===== config.mk =====
export PLATFORM = sky130hd
export DESIGN_NAME = mrd_stage_seq
export DESIGN_NICKNAME = d
export VERILOG_FILES = /design/src/rtl/mrd_stage_seq.sv
export SDC_FILE = /design/constraint.sdc
export NUM_CORES = 1
export LEC_CHECK = 0
export BUFFER_PORTS_ARGS = -buffer_cell sky130_fd_sc_hd__buf_2
export CAP_MARGIN = 25
export CORE_UTILIZATION = 45
export CTS_CLUSTER_SIZE = 20
export DETAILED_ROUTE_END_ITERATION = 12
export RECOVER_POWER = 25
export SETUP_SLACK_MARGIN = 0.1
export SLEW_MARGIN = 10
export SYNTH_ARGS = -nofsm -noshare
export SYNTH_HDL_FRONTEND = slang
export SYNTH_SLANG_ARGS = --single-unit

===== constraint.sdc =====
create_clock -name clk -period 6.5 [get_ports clk]
set_input_delay 1.3 -clock clk [delete_from_list [all_inputs] [get_ports clk]]
set_output_delay 1.3 -clock clk [all_outputs]
set_load 0.01 [all_outputs]

===== src/rtl/mrd_stage_seq.sv =====
// Mixed-radix DFT stage sequencer: sinks a packet, walks each radix stage's butterflies,
// waits for the write side between stages, then sources the result.
module mrd_stage_seq #(
  parameter int unsigned WR_TIMEOUT = 255,
  parameter int unsigned wADDR      = 12
) (
  input  logic                  clk,
  input  logic                  rst,
  input  logic                  sop,
  input  logic                  in_valid,
  input  logic [wADDR-1:0]      dftpts,
  input  logic [2:0]            num_factors,
  input  logic [5:0][wADDR-1:0] bf_num,
  input  logic                  wr_done,
  output logic [2:0]            fsm,
  output logic [2:0]            stage_cnt,
  output logic                  in_ready,
  output logic                  rd_en,
  output logic [wADDR-1:0]      bf_idx,
  output logic                  rd_end,
  output logic                  src_en,
  output logic [wADDR-1:0]      src_idx,
  output logic                  src_end,
  output logic                  sop_drop,
  output logic                  cfg_err,
  output logic                  tmo_err
);

  typedef enum logic [2:0] {
    StIdle   = 3'd0,
    StSink   = 3'd1,
    StRd     = 3'd3,
    StWaitWr = 3'd4,
    StSource = 3'd5
  } state_e;

  localparam int unsigned TmoW = (WR_TIMEOUT < 2) ? 1 : $clog2(WR_TIMEOUT);
  localparam logic [TmoW-1:0] TmoLast = TmoW'(WR_TIMEOUT - 1);
  localparam logic [wADDR-1:0] One = wADDR'(1);

  state_e                  state_q, state_d;
  logic [2:0]              stage_q, stage_d;
  logic [wADDR-1:0]        sink_q, sink_d;
  logic [wADDR-1:0]        bf_q, bf_d;
  logic [wADDR-1:0]        src_q, src_d;
  logic [TmoW-1:0]         wait_q, wait_d;
  logic                    pend_q, pend_d;
  logic [wADDR-1:0]        dft_q, dft_d;
  logic [2:0]              nf_q, nf_d;
  logic [5:0][wADDR-1:0]   bfn_q, bfn_d;

  logic in_ready_q, in_ready_d;
  logic rd_en_q, rd_en_d;
  logic rd_end_q, rd_end_d;
  logic src_en_q, src_en_d;
  logic src_end_q, src_end_d;
  logic sop_drop_q, sop_drop_d;
  logic cfg_err_q, cfg_err_d;
  logic tmo_err_q, tmo_err_d;

  logic acc;
  logic cfg_bad;

  assign acc = sop & in_valid;

  always_comb begin
    cfg_bad = (dftpts == '0) || (num_factors == 3'd0) || (num_factors > 3'd6);
    for (int s = 0; s < 6; s++) begin
      if ((3'(s) < num_factors) && (bf_num[s] == '0)) cfg_bad = 1'b1;
    end
  end

  always_comb begin
    state_d    = state_q;
    stage_d    = stage_q;
    sink_d     = sink_q;
    bf_d       = bf_q;
    src_d      = src_q;
    wait_d     = wait_q;
    pend_d     = pend_q;
    dft_d      = dft_q;
    nf_d       = nf_q;
    bfn_d      = bfn_q;
    sop_drop_d = 1'b0;
    cfg_err_d  = 1'b0;
    tmo_err_d  = 1'b0;

    unique case (state_q)
      StIdle: begin
        stage_d = 3'd0;
        pend_d  = 1'b0;
        if (acc) begin
          if (cfg_bad) begin
            cfg_err_d = 1'b1;
          end else begin
            dft_d   = dftpts;
            nf_d    = num_factors;
            bfn_d   = bf_num;
            sink_d  = One;
            state_d = StSink;
          end
        end
      end
      StSink: begin
        // sop here is just data; a 1-point packet was fully received with its sop
        if (sink_q == dft_q) begin
          state_d = StRd;
          stage_d = 3'd0;
          bf_d    = '0;
        end else if (in_valid) begin
          sink_d = sink_q + One;
          if (sink_q == dft_q - One) begin
            state_d = StRd;
            stage_d = 3'd0;
            bf_d    = '0;
          end
        end
      end
      StRd: begin
        sop_drop_d = acc;
        if (wr_done) pend_d = 1'b1;
        if (bf_q == bfn_q[stage_q] - One) begin
          state_d = StWaitWr;
          wait_d  = '0;
        end else begin
          bf_d = bf_q + One;
        end
      end
      StWaitWr: begin
        sop_drop_d = acc;
        if (wr_done || pend_q) begin
          pend_d = 1'b0;
          if (stage_q == nf_q - 3'd1) begin
            state_d = StSource;
            src_d   = '0;
          end else begin
            state_d = StRd;
            stage_d = stage_q + 3'd1;
            bf_d    = '0;
          end
        end else if (wait_q == TmoLast) begin
          state_d   = StIdle;
          tmo_err_d = 1'b1;
          stage_d   = 3'd0;
          pend_d    = 1'b0;
        end else begin
          wait_d = wait_q + TmoW'(1);
        end
      end
      StSource: begin
        sop_drop_d = acc;
        if (src_q == dft_q - One) begin
          state_d = StIdle;
          stage_d = 3'd0;
        end else begin
          src_d = src_q + One;
        end
      end
      default: begin
        state_d = StIdle;
        stage_d = 3'd0;
        pend_d  = 1'b0;
      end
    endcase

    // Strobes are decoded from next state so they land in the same cycle as fsm
    in_ready_d = (state_d == StIdle) || (state_d == StSink);
    rd_en_d    = (state_d == StRd);
    rd_end_d   = rd_en_d && (bf_d == bfn_d[stage_d] - One);
    src_en_d   = (state_d == StSource);
    src_end_d  = src_en_d && (src_d == dft_d - One);
  end

  always_ff @(posedge clk) begin
    if (rst) begin
      state_q    <= StIdle;
      stage_q    <= 3'd0;
      sink_q     <= '0;
      bf_q       <= '0;
      src_q      <= '0;
      wait_q     <= '0;
      pend_q     <= 1'b0;
      dft_q      <= '0;
      nf_q       <= 3'd0;
      bfn_q      <= '0;
      in_ready_q <= 1'b1;
      rd_en_q    <= 1'b0;
      rd_end_q   <= 1'b0;
      src_en_q   <= 1'b0;
      src_end_q  <= 1'b0;
      sop_drop_q <= 1'b0;
      cfg_err_q  <= 1'b0;
      tmo_err_q  <= 1'b0;
    end else begin
      state_q    <= state_d;
      stage_q    <= stage_d;
      sink_q     <= sink_d;
      bf_q       <= bf_d;
      src_q      <= src_d;
      wait_q     <= wait_d;
      pend_q     <= pend_d;
      dft_q      <= dft_d;
      nf_q       <= nf_d;
      bfn_q      <= bfn_d;
      in_ready_q <= in_ready_d;
      rd_en_q    <= rd_en_d;
      rd_end_q   <= rd_end_d;
      src_en_q   <= src_en_d;
      src_end_q  <= src_end_d;
      sop_drop_q <= sop_drop_d;
      cfg_err_q  <= cfg_err_d;
      tmo_err_q  <= tmo_err_d;
    end
  end

  assign fsm       = state_q;
  assign stage_cnt = stage_q;
  assign in_ready  = in_ready_q;
  assign rd_en     = rd_en_q;
  assign bf_idx    = bf_q;
  assign rd_end    = rd_end_q;
  assign src_en    = src_en_q;
  assign src_idx   = src_q;
  assign src_end   = src_end_q;
  assign sop_drop  = sop_drop_q;
  assign cfg_err   = cfg_err_q;
  assign tmo_err   = tmo_err_q;

endmodule


==> flow_metrics.py, run 1 <==
metrics = {
    "hold_path": {
        "holdPathEnd": "nf_q[1]",
        "hp-class": "flip-flop to flip-flop",
        "hold_depth": 2,
        "hp-start": "nf_q[1]",
    },
    "drt": {
        "ant_nets": 0,
        "viasPerCell": 5.990,
        "wirelength_mm": 33.61,
        "firstDrtPassIters": 5,
        "drt_iter0_drc": 976,
        "wl_per_cell_um": 20.05,
        "post-route-drc-count": 0,
        "num_vias": 10039,
    },
    "power_and_ir_drop": {
        "cellLeakagePower_nw": 4.370,
        "p_per_area_nw_per_um2": 214.8,
        "worst_ir_drop_vdd_v": 0.0001226,
    },
    "worst_setup_path": {
        "crit_arrival_ps": 6210,
        "worstPathRequired_ps": 6830,
        "r2r_end": "src_end",
        "cp_num_cells": 17,
        "critPathBufInv": 3,
        "cp_max_fo": 19,
        "path_delay_family": "simple AND/OR/NAND/NOR gates",
        "r2r_slack_ps": 620,
        "endpoint_kind": "flip-flop",
        "path_class": "flip-flop to flip-flop",
        "cpMaxStageDelayCell": "dfxtp_1",
        "path_cells": "nand2b_1, o22ai_1, nor2_1, ha_1, inv_1, a2111oi_0, buf_4, nand3_1, a2111oi_0, nand3_1, buf_4, nor2_1, nor3_1, a211oi_1, nor2b_1, nand4_1, nor4_1",
        "rr_worst_depth": 17,
        "reg2reg_from": "stage_cnt[1]",
        "cp-start-kind": "flip-flop",
        "critPathMaxStageDelay_ps": 1010,
    },
    "timing": {
        "fin_crit_sh_pct": 90.43,
        "clock_skew_ps": 10.74,
        "rsz0062_at_grt": "false",
        "fin_setup_tns_ps": 0,
        "max_slew_margin_pct": -23.32,
        "min_period_ps": 5878,
        "worst_pin_slew_ps": 1850,
        "fmax_mhz": 170.1,
        "hold_viol_final": 0,
        "slew_violations": 76,
        "setup_violations": 0,
        "timing.hold.ws_ps": 467.6,
    },
    "flow_run": {
        "maxCapViolations": 2,
    },
    "global_route": {
        "gr-usage-all-layers_pct": 29.99,
        "antenna_found_initial": 0,
        "grt_start_max_net_pins": 100,
        "grt_pass1_vias": 8881,
        "grt-ovfl-total": 0,
        "grt_pass1_wl_mm": 51.43,
    },
    "clock_network": {
        "holdBufCountCts": 0,
        "cts_tree": "yes",
        "h-tree-depth": 4,
        "postCtsSetupRepairBufs": 0,
        "cts.repair.resized": 0,
        "clkTransAtPathRegs_ps": 80,
        "clk_path_buf_depth": 2,
        "cts-root-buf": "clkbuf_16",
        "cts_sinks": 146,
        "cts_inserted_buffers": 17,
        "clk_latency_ps": 440,
    },
    "outcome": {
        "status": "complete, but fails checks",
        "failed_checks": "capacitance limit, slew limit",
    },
    "placement": {
        "portBuffers": 129,
        "gp_routability_congestion": 0.9479,
        "dpl.hpwl_mm": 25.62,
    },
    "layout": {
        "drive_gt1_share_pct": 12.99,
        "insertedDiodeCount": 0,
        "mostFrequentLayoutCells": "nand2_1, dfxtp_1, nor2_1",
        "final_nets": 1491,
        "layout_commonest_cell": "nand2_1",
        "area_growth_pct": 13.86,
    },
    "logic_synthesis": {
        "syn_nets": 1409,
        "synth-seq-area-share_pct": 29.45,
        "synth_ff_type": "dfxtp_1",
        "ys_warn_count": 0,
        "ys_types": 81,
        "netlist_instances": 1306,
        "synthArstFlopShare_pct": 0,
        "avgSynthCellArea_sq_um": 7.599,
        "synth_seq_cells": 146,
        "synth.cell_area_sq_um": 9925,
        "synth_edf_count": 0,
    },
    "die": {
        "num_rows": 53,
        "die_h_um": 150.5,
        "initial_core_util_pct": 46.48,
        "dieArea_sq_um": 22650,
        "ios": 130,
        "fp.dieW_um": 150.5,
        "coreArea_sq_um": 21350,
    },
}
## cell usage after synthesis (19+ instances only)
library cell | number | share of area, %
a21oi_1 | 110 | 5.5
and3_1 | 23 | 1.4
clkbuf_1 | 72 | 2.7
dfxtp_1 | 146 | 29
inv_1 | 19 | 0.72
mux2i_1 | 64 | 6.5
nand2_1 | 205 | 7.8
nand3_1 | 35 | 1.8
nand4_1 | 20 | 1.3
nor2_1 | 128 | 4.8
nor3_1 | 39 | 2.0
nor4_1 | 30 | 1.9
o21ai_0 | 31 | 1.6
xnor2_1 | 51 | 4.5
xor2_1 | 40 | 3.5
## registers in the layout, indices dropped and copies added, names as in the netlist, 3 cells and up
signal / flops
bfn_q: 72
bf_idx: 12
dft_q: 12
sink_q: 12
src_idx: 12
wait_q: 8
fsm: 3
nf_q: 3
stage_cnt: 3
## tightest hold or removal path: cells and delay by family (launching register included)
family,cells,cell delay [ps]
AOI/OAI and AO/OA,1,50
DFF,1,320
and+or+nand+nor,1,50
## layer usage
layer	share of wire, %	global-route usage (%)	vias up
met4	1.1	6.313	0
met2	43	44.56	396
met1	49	45.45	4744
met3	7.3	4.091	29
met5	0	0	-
li1	-	-	4870
## logic make-up after synthesis
group	count (synthesis)	synth area share [%]
XOR/XNOR	92	8.270
AND/OR/NAND/NOR	582	28.52
flip-flops	146	29.45
multiplexers	78	8.611
AO/OA/AOI/OAI	286	19.24
adder cells (fa/ha/maj)	11	1.387
buffers and inverters	111	4.526
## cell type report
cell class	count	area (sq um)
fill	2176	10050
multi-input combinational	1049	6570
sequential	146	2923
timing repair buffer	154	775.7
clock buffer	17	425.4
tap	275	344.1
clock inverter	15	186.4
inverter	20	75.07
## report_power, final
part	total (W)	internal, W	switching (W)
Combinational	0.000445	0.000185	0.000261
Sequential	0.000966	0.000925	0.0000415
Clock	0.00102	0.000524	0.000492
## stage by stage
stage	util, %	instance area (sq um)	total power [W]	cells	worst slack (ps)
global placement	50.30	10740	0.001424	1643	836.7
detailed placement	50.30	10740	0.001424	1643	802.8
CTS	53.16	11350	0.002437	1675	766.3
finish	52.92	11300	0.002427	1676	622.2
floorplan	-	9925	0.001285	1306	1085
global route	52.92	11300	0.002526	1676	378.3
## how the worst max path moves through the flow
stage | startpoint | to | slack (ps)
after CTS | dft_q[0] | rd_end | 770
after floorplan | num_factors[2] | src_end | 1090
after detailed placement | dft_q[0] | rd_end | 800
after global placement | stage_cnt[1] | src_end | 840
final | stage_cnt[1] | src_end | 620
after global routing | dft_q[0] | rd_end | 380
Power figures use the tool's default switching activity.
==> run 2, diff against run 1 <==
--- a/config.mk
+++ b/config.mk
@@ -10,6 +10,7 @@
 export CORE_UTILIZATION = 45
 export CTS_CLUSTER_SIZE = 20
 export DETAILED_ROUTE_END_ITERATION = 12
+export MAX_ROUTING_LAYER = met4
 export RECOVER_POWER = 25
 export SETUP_SLACK_MARGIN = 0.1
 export SLEW_MARGIN = 10
==> run 2 against run 1 <==
Utilization is essentially flat. The flow still finishes with violations (capacitance limit, slew limit). Clock power is essentially flat. Sequential cell count is the same.
==> flow_metrics.py, run 2 (same netlist as run 1, synthesis figures left out) <==
metrics = {
    "timing": {
        "fmax_mhz": 168.9,
        "max_slew_margin_pct": -179.1,
        "setup_violations": 0,
        "clock_skew_ps": 13.65,
        "rsz0062_at_grt": "false",
        "hold_viol_final": 0,
        "worst_pin_slew_ps": 4187,
        "slew_violations": 92,
        "fin_setup_tns_ps": 0,
        "fin_crit_sh_pct": 91.11,
        "layout_setup_ws_ps": 577.7,
        "min_period_ps": 5922,
    },
    "placement": {
        "dpl.hpwl_mm": 25.86,
        "pre_cts_slack_ps": 708.3,
        "portBuffers": 129,
        "gp_routability_congestion": 0.9579,
    },
    "drt": {
        "wirelength_mm": 33.85,
        "post-route-drc-count": 0,
        "ant_nets": 0,
        "drt_iter0_drc": 1013,
        "firstDrtPassIters": 5,
        "viasPerCell": 6.016,
        "wl_per_cell_um": 20.22,
        "num_vias": 10071,
    },
    "worst_setup_path": {
        "path_class": "flip-flop to flip-flop",
        "crit_arrival_ps": 6290,
        "endpoint_kind": "flip-flop",
        "rr_worst_depth": 17,
        "worstPathRequired_ps": 6870,
        "cp-start-kind": "flip-flop",
        "cp_max_fo": 10,
        "crit_path_end": "rd_end",
        "r2r_slack_ps": 580,
        "cp-startpoint": "dft_q[0]",
        "reg2reg_from": "dft_q[0]",
        "r2r_end": "rd_end",
    },
    "power_and_ir_drop": {
        "cellLeakagePower_nw": 4.383,
        "p_per_area_nw_per_um2": 216.6,
        "worst_ir_drop_vdd_v": 0.0002141,
    },
    "global_route": {
        "gr-usage-all-layers_pct": 31.14,
        "antenna_found_initial": 0,
        "grt_pass1_vias": 9109,
        "grt_pass1_wl_mm": 52.10,
        "grt_start_max_net_pins": 92,
        "grt-ovfl-total": 0,
    },
    "layout": {
        "layout_commonest_cell": "nand2_1",
        "drive_gt1_share_pct": 13.08,
        "mostFrequentLayoutCells": "nand2_1, dfxtp_1, nor2_1",
        "largest_reg_flops": 72,
        "area_growth_pct": 13.93,
        "final_nets": 1489,
        "insertedDiodeCount": 0,
        "largest_register": "bfn_q",
    },
    "die": {
        "die_h_um": 150.5,
        "fp.dieW_um": 150.5,
        "dieArea_sq_um": 22650,
        "initial_core_util_pct": 46.48,
        "coreArea_sq_um": 21350,
        "num_rows": 53,
        "ios": 130,
    },
    "clock_network": {
        "clk_path_buf_depth": 2,
        "cts_sinks": 146,
        "h-tree-depth": 4,
        "clkTransAtPathRegs_ps": 70,
        "cts-root-buf": "clkbuf_16",
        "cts_tree": "yes",
        "clk_latency_ps": 430,
        "cts_inserted_buffers": 17,
        "cts.repair.resized": 0,
        "postCtsSetupRepairBufs": 0,
        "holdBufCountCts": 0,
    },
    "outcome": {
        "status": "complete, but fails checks",
        "failed_checks": "capacitance limit, slew limit",
    },
    "flow_run": {
        "maxCapViolations": 1,
    },
    "hold_path": {
        "hp-class": "flip-flop to flip-flop",
    },
}
run 2: how the worst min path moves through the flow:
stage	from	endpoint	cells past startpoint
floorplan	nf_q[1]	nf_q[1]	2
global placement	nf_q[2]	nf_q[2]	2
detailed placement	nf_q[2]	nf_q[2]	2
CTS	bfn_q[49]	bfn_q[49]	2
global route	bfn_q[17]	bfn_q[17]	2
finish	bfn_q[49]	bfn_q[49]	2
run 2: layer usage:
| layer | part of all wire [%] | wire length [um] | track usage [%] |
|---|---|---|---|
| met3 | 7.9 | 2661 | 6.939 |
| met5 | 0 | 0 | - |
| met4 | 2.2 | 758 | 8.939 |
| met2 | 42 | 14270 | 43.99 |
| met1 | 48 | 16160 | 43.87 |
run 2: area by class of cell:
cell class                 instances  area, sq um
fill                            2151        10050
multi-input combinational       1049         6570
sequential                       146         2923
timing repair buffer             152        782.0
clock buffer                      17        425.4
tap                              275        344.1
clock inverter                    15        187.7
inverter                          20        75.07
run 2: per-stage QoR:
| stage | total power (W) | instance area, sq um | std cells | hold slack, ps | utilization [%] |
|---|---|---|---|---|---|
| finish | 0.002449 | 11310 | 1674 | 470.7 | 52.95 |
| CTS | 0.002460 | 11360 | 1674 | 471.9 | 53.19 |
| global route | 0.002549 | 11310 | 1674 | 497.4 | 52.95 |
| global placement | 0.001428 | 10750 | 1642 | 454.8 | 50.32 |
| detailed placement | 0.001428 | 10750 | 1642 | 461.2 | 50.32 |
| floorplan | 0.001285 | 9925 | 1306 | 436.3 | - |
run 2: critical path: stages, from the launching register on:
cell and delay, ps:
dfxtp_1 400, inv_1 90, ha_1 350, or4b_4 540, nor3_2 170, o22ai_1 100
or4b_1 540, o31a_1 390, o41ai_1 800, nand2_1 420, buf_4 300, mux2i_1 120
o22a_1 210, o21ai_0 550, nand4_1 150, and3b_1 220, o31ai_1 270, and4b_1 220
run 2: report_power, final:
part           internal, W  switching [W]  total [W]
Combinational     0.000186       0.000265   0.000452
Clock             0.000555       0.000477    0.00103
Sequential        0.000925      0.0000406   0.000965
==> run 3, diff against run 2 <==
--- a/config.mk
+++ b/config.mk
@@ -8,11 +8,14 @@
 export BUFFER_PORTS_ARGS = -buffer_cell sky130_fd_sc_hd__buf_2
 export CAP_MARGIN = 25
 export CORE_UTILIZATION = 45
+export CTS_BUF_LIST = sky130_fd_sc_hd__clkbuf_2
 export CTS_CLUSTER_SIZE = 20
 export DETAILED_ROUTE_END_ITERATION = 12
+export HOLD_SLACK_MARGIN = 0.03
 export MAX_ROUTING_LAYER = met4
 export RECOVER_POWER = 25
 export SETUP_SLACK_MARGIN = 0.1
+export SKIP_CTS_REPAIR_TIMING = 1
 export SLEW_MARGIN = 10
 export SYNTH_ARGS = -nofsm -noshare
 export SYNTH_HDL_FRONTEND = slang
==> run 3 against run 2 <==
The run still ends with capacitance limit, slew limit left. Combinational power is essentially flat. Worst setup slack lost 16 ps. Hold slack gained 19 ps. Final area shrank 2.9%. Largest power group is now sequential cells. Register-to-register slack lost 20 ps. Critical path depth shrank 1. Sequential share of layout area grew 0.78 points. Highest routed layer unchanged. First-iteration DRC count shrank 16%.
==> flow_metrics.py, run 3 (same netlist as run 1, synthesis figures left out) <==
metrics = {
    "placement": {
        "dpl-instance-area_sq_um": 10750,
        "gp_routability_congestion": 0.9579,
        "dpl.hpwl_mm": 25.86,
        "pre_cts_slack_ps": 708.3,
        "portBuffers": 129,
    },
    "layout": {
        "area_growth_pct": 10.58,
        "final_nets": 1489,
        "largest_register": "bfn_q",
        "mostFrequentLayoutCells": "nand2_1, dfxtp_1, nor2_1",
        "largest_reg_flops": 72,
        "utilization_pct": 51.39,
        "drive_gt1_share_pct": 14.01,
        "layout_commonest_cell": "nand2_1",
        "finish.instance_area_sq_um": 10970,
    },
    "worst_setup_path": {
        "r2r_end": "rd_end",
        "rr_worst_depth": 16,
        "worstPathRequired_ps": 7220,
        "cp_max_fo": 10,
        "cp-start-kind": "flip-flop",
        "r2r_slack_ps": 560,
        "critPathMaxStageDelay_ps": 730,
        "crit_arrival_ps": 6650,
        "path_cells": "inv_1, ha_1, or4b_4, nor3_2, o22ai_1, or4b_1, o31a_1, o41a_1, nor2_2, nor4b_1, or4_1, nor3_1, nand4_1, and3b_1, o31ai_1, and4b_1",
        "path_delay_family": "simple AND/OR/NAND/NOR gates",
        "critPathBufInv": 1,
        "cp_num_cells": 16,
        "cpMaxStageDelayCell": "nor3_1",
        "crit_path_end": "rd_end",
        "reg2reg_from": "dft_q[0]",
        "cp-startpoint": "dft_q[0]",
        "path_class": "flip-flop to flip-flop",
        "endpoint_kind": "flip-flop",
    },
    "drt": {
        "firstDrtPassIters": 5,
        "viasPerCell": 5.990,
        "ant_nets": 0,
        "wirelength_mm": 33.67,
        "post-route-drc-count": 0,
        "num_vias": 10033,
        "wl_per_cell_um": 20.10,
        "drt_iter0_drc": 848,
    },
    "timing": {
        "fin_crit_sh_pct": 91.36,
        "min_period_ps": 5938,
        "hold_viol_final": 0,
        "setup_violations": 0,
        "fin_setup_tns_ps": 0,
        "slew_violations": 191,
        "fmax_mhz": 168.4,
        "worst_pin_slew_ps": 4160,
        "clock_skew_ps": 35.11,
        "rsz0062_at_grt": "false",
        "max_slew_margin_pct": -177.3,
        "layout_setup_ws_ps": 561.6,
    },
    "clock_network": {
        "h-tree-depth": 4,
        "cts_inserted_buffers": 17,
        "cts-root-buf": "clkbuf_2",
        "clkTransAtPathRegs_ps": 290,
        "cts_sinks": 146,
        "clk_latency_ps": 770,
        "cts_tree": "yes",
        "clk_path_buf_depth": 2,
    },
    "hold_path": {
        "hp-class": "flip-flop to flip-flop",
    },
    "die": {
        "initial_core_util_pct": 46.48,
        "coreArea_sq_um": 21350,
        "ios": 130,
        "fp.dieW_um": 150.5,
        "num_rows": 53,
        "dieArea_sq_um": 22650,
        "die_h_um": 150.5,
    },
    "power_and_ir_drop": {
        "cellLeakagePower_nw": 4.307,
        "worst_ir_drop_vdd_v": 0.0001107,
        "p_per_area_nw_per_um2": 183.7,
        "p_total_w": 0.002016,
    },
    "outcome": {
        "failed_checks": "capacitance limit, slew limit",
        "status": "complete, but fails checks",
    },
    "global_route": {
        "grt_pass1_vias": 9093,
        "antenna_found_initial": 1,
        "grt-ovfl-total": 0,
        "gr-usage-all-layers_pct": 30.98,
        "grt_start_max_net_pins": 92,
        "grt_pass1_wl_mm": 51.92,
    },
    "flow_run": {
        "maxCapViolations": 3,
    },
}
==> run 3: changes by cell type in the layout (fill, tap and decap cells not counted) <==
| cell | previous run | this run |
|---|---|---|
| buf_2 | 92 | 107 |
| nand3_1 | 34 | 35 |
| clkbuf_16 | 17 | 0 |
| clkbuf_1 | 37 | 23 |
| diode_2 | 0 | 1 |
| nand3_4 | 1 | 0 |
| clkbuf_2 | 1 | 17 |
==> run 3: power by group <==
group	leakage (nW)	total [W]	internal, W	switching (W)
logic	2.96	0.000451	0.000187	0.000264
clock network	0.159	0.000595	0.000167	0.000428
registers	1.18	0.000970	0.000929	0.0000405
==> run 3: final cells by class <==
| type | count | area (sq um) |
|---|---|---|
| Inverter | 20 | 75.07 |
| Clock buffer | 17 | 85.08 |
| Sequential cell | 146 | 2923 |
| Multi-Input combinational cell | 1049 | 6558 |
| Antenna cell | 1 | 2.502 |
| Timing Repair Buffer | 152 | 799.5 |
| Fill cell | 2190 | 10380 |
| Clock inverter | 15 | 187.7 |
| Tap cell | 275 | 344.1 |
==> run 3: worst min-delay path by stage <==
| stage | start | slack (ps) | to | cells past startpoint |
|---|---|---|---|---|
| global placement | nf_q[2] | 450 | nf_q[2] | 2 |
| CTS | bfn_q[49] | 490 | bfn_q[49] | 2 |
| detailed placement | nf_q[2] | 460 | nf_q[2] | 2 |
| floorplan | nf_q[1] | 440 | nf_q[1] | 2 |
| global route | bfn_q[17] | 510 | bfn_q[17] | 2 |
| finish | bfn_q[49] | 490 | bfn_q[49] | 2 |
==> run 3: tightest hold or removal path: stages, from the launching register on <==
cell and delay, ps:
dfxtp_1 390, nand2_1 50, a21oi_1 50
==> run 3: through the flow <==
stage,hold slack [ps],std cells
global route,511.6,1675
CTS,490.3,1674
finish,490.2,1675
floorplan,436.3,1306
detailed placement,461.2,1642
global placement,454.8,1642
==> run 3: layer usage <==
metal  wire length [um]  GRT usage [%]
met5                  0              -
met4                718          8.333
met3               2648          7.030
met2              14160          43.55
met1              16140          43.94
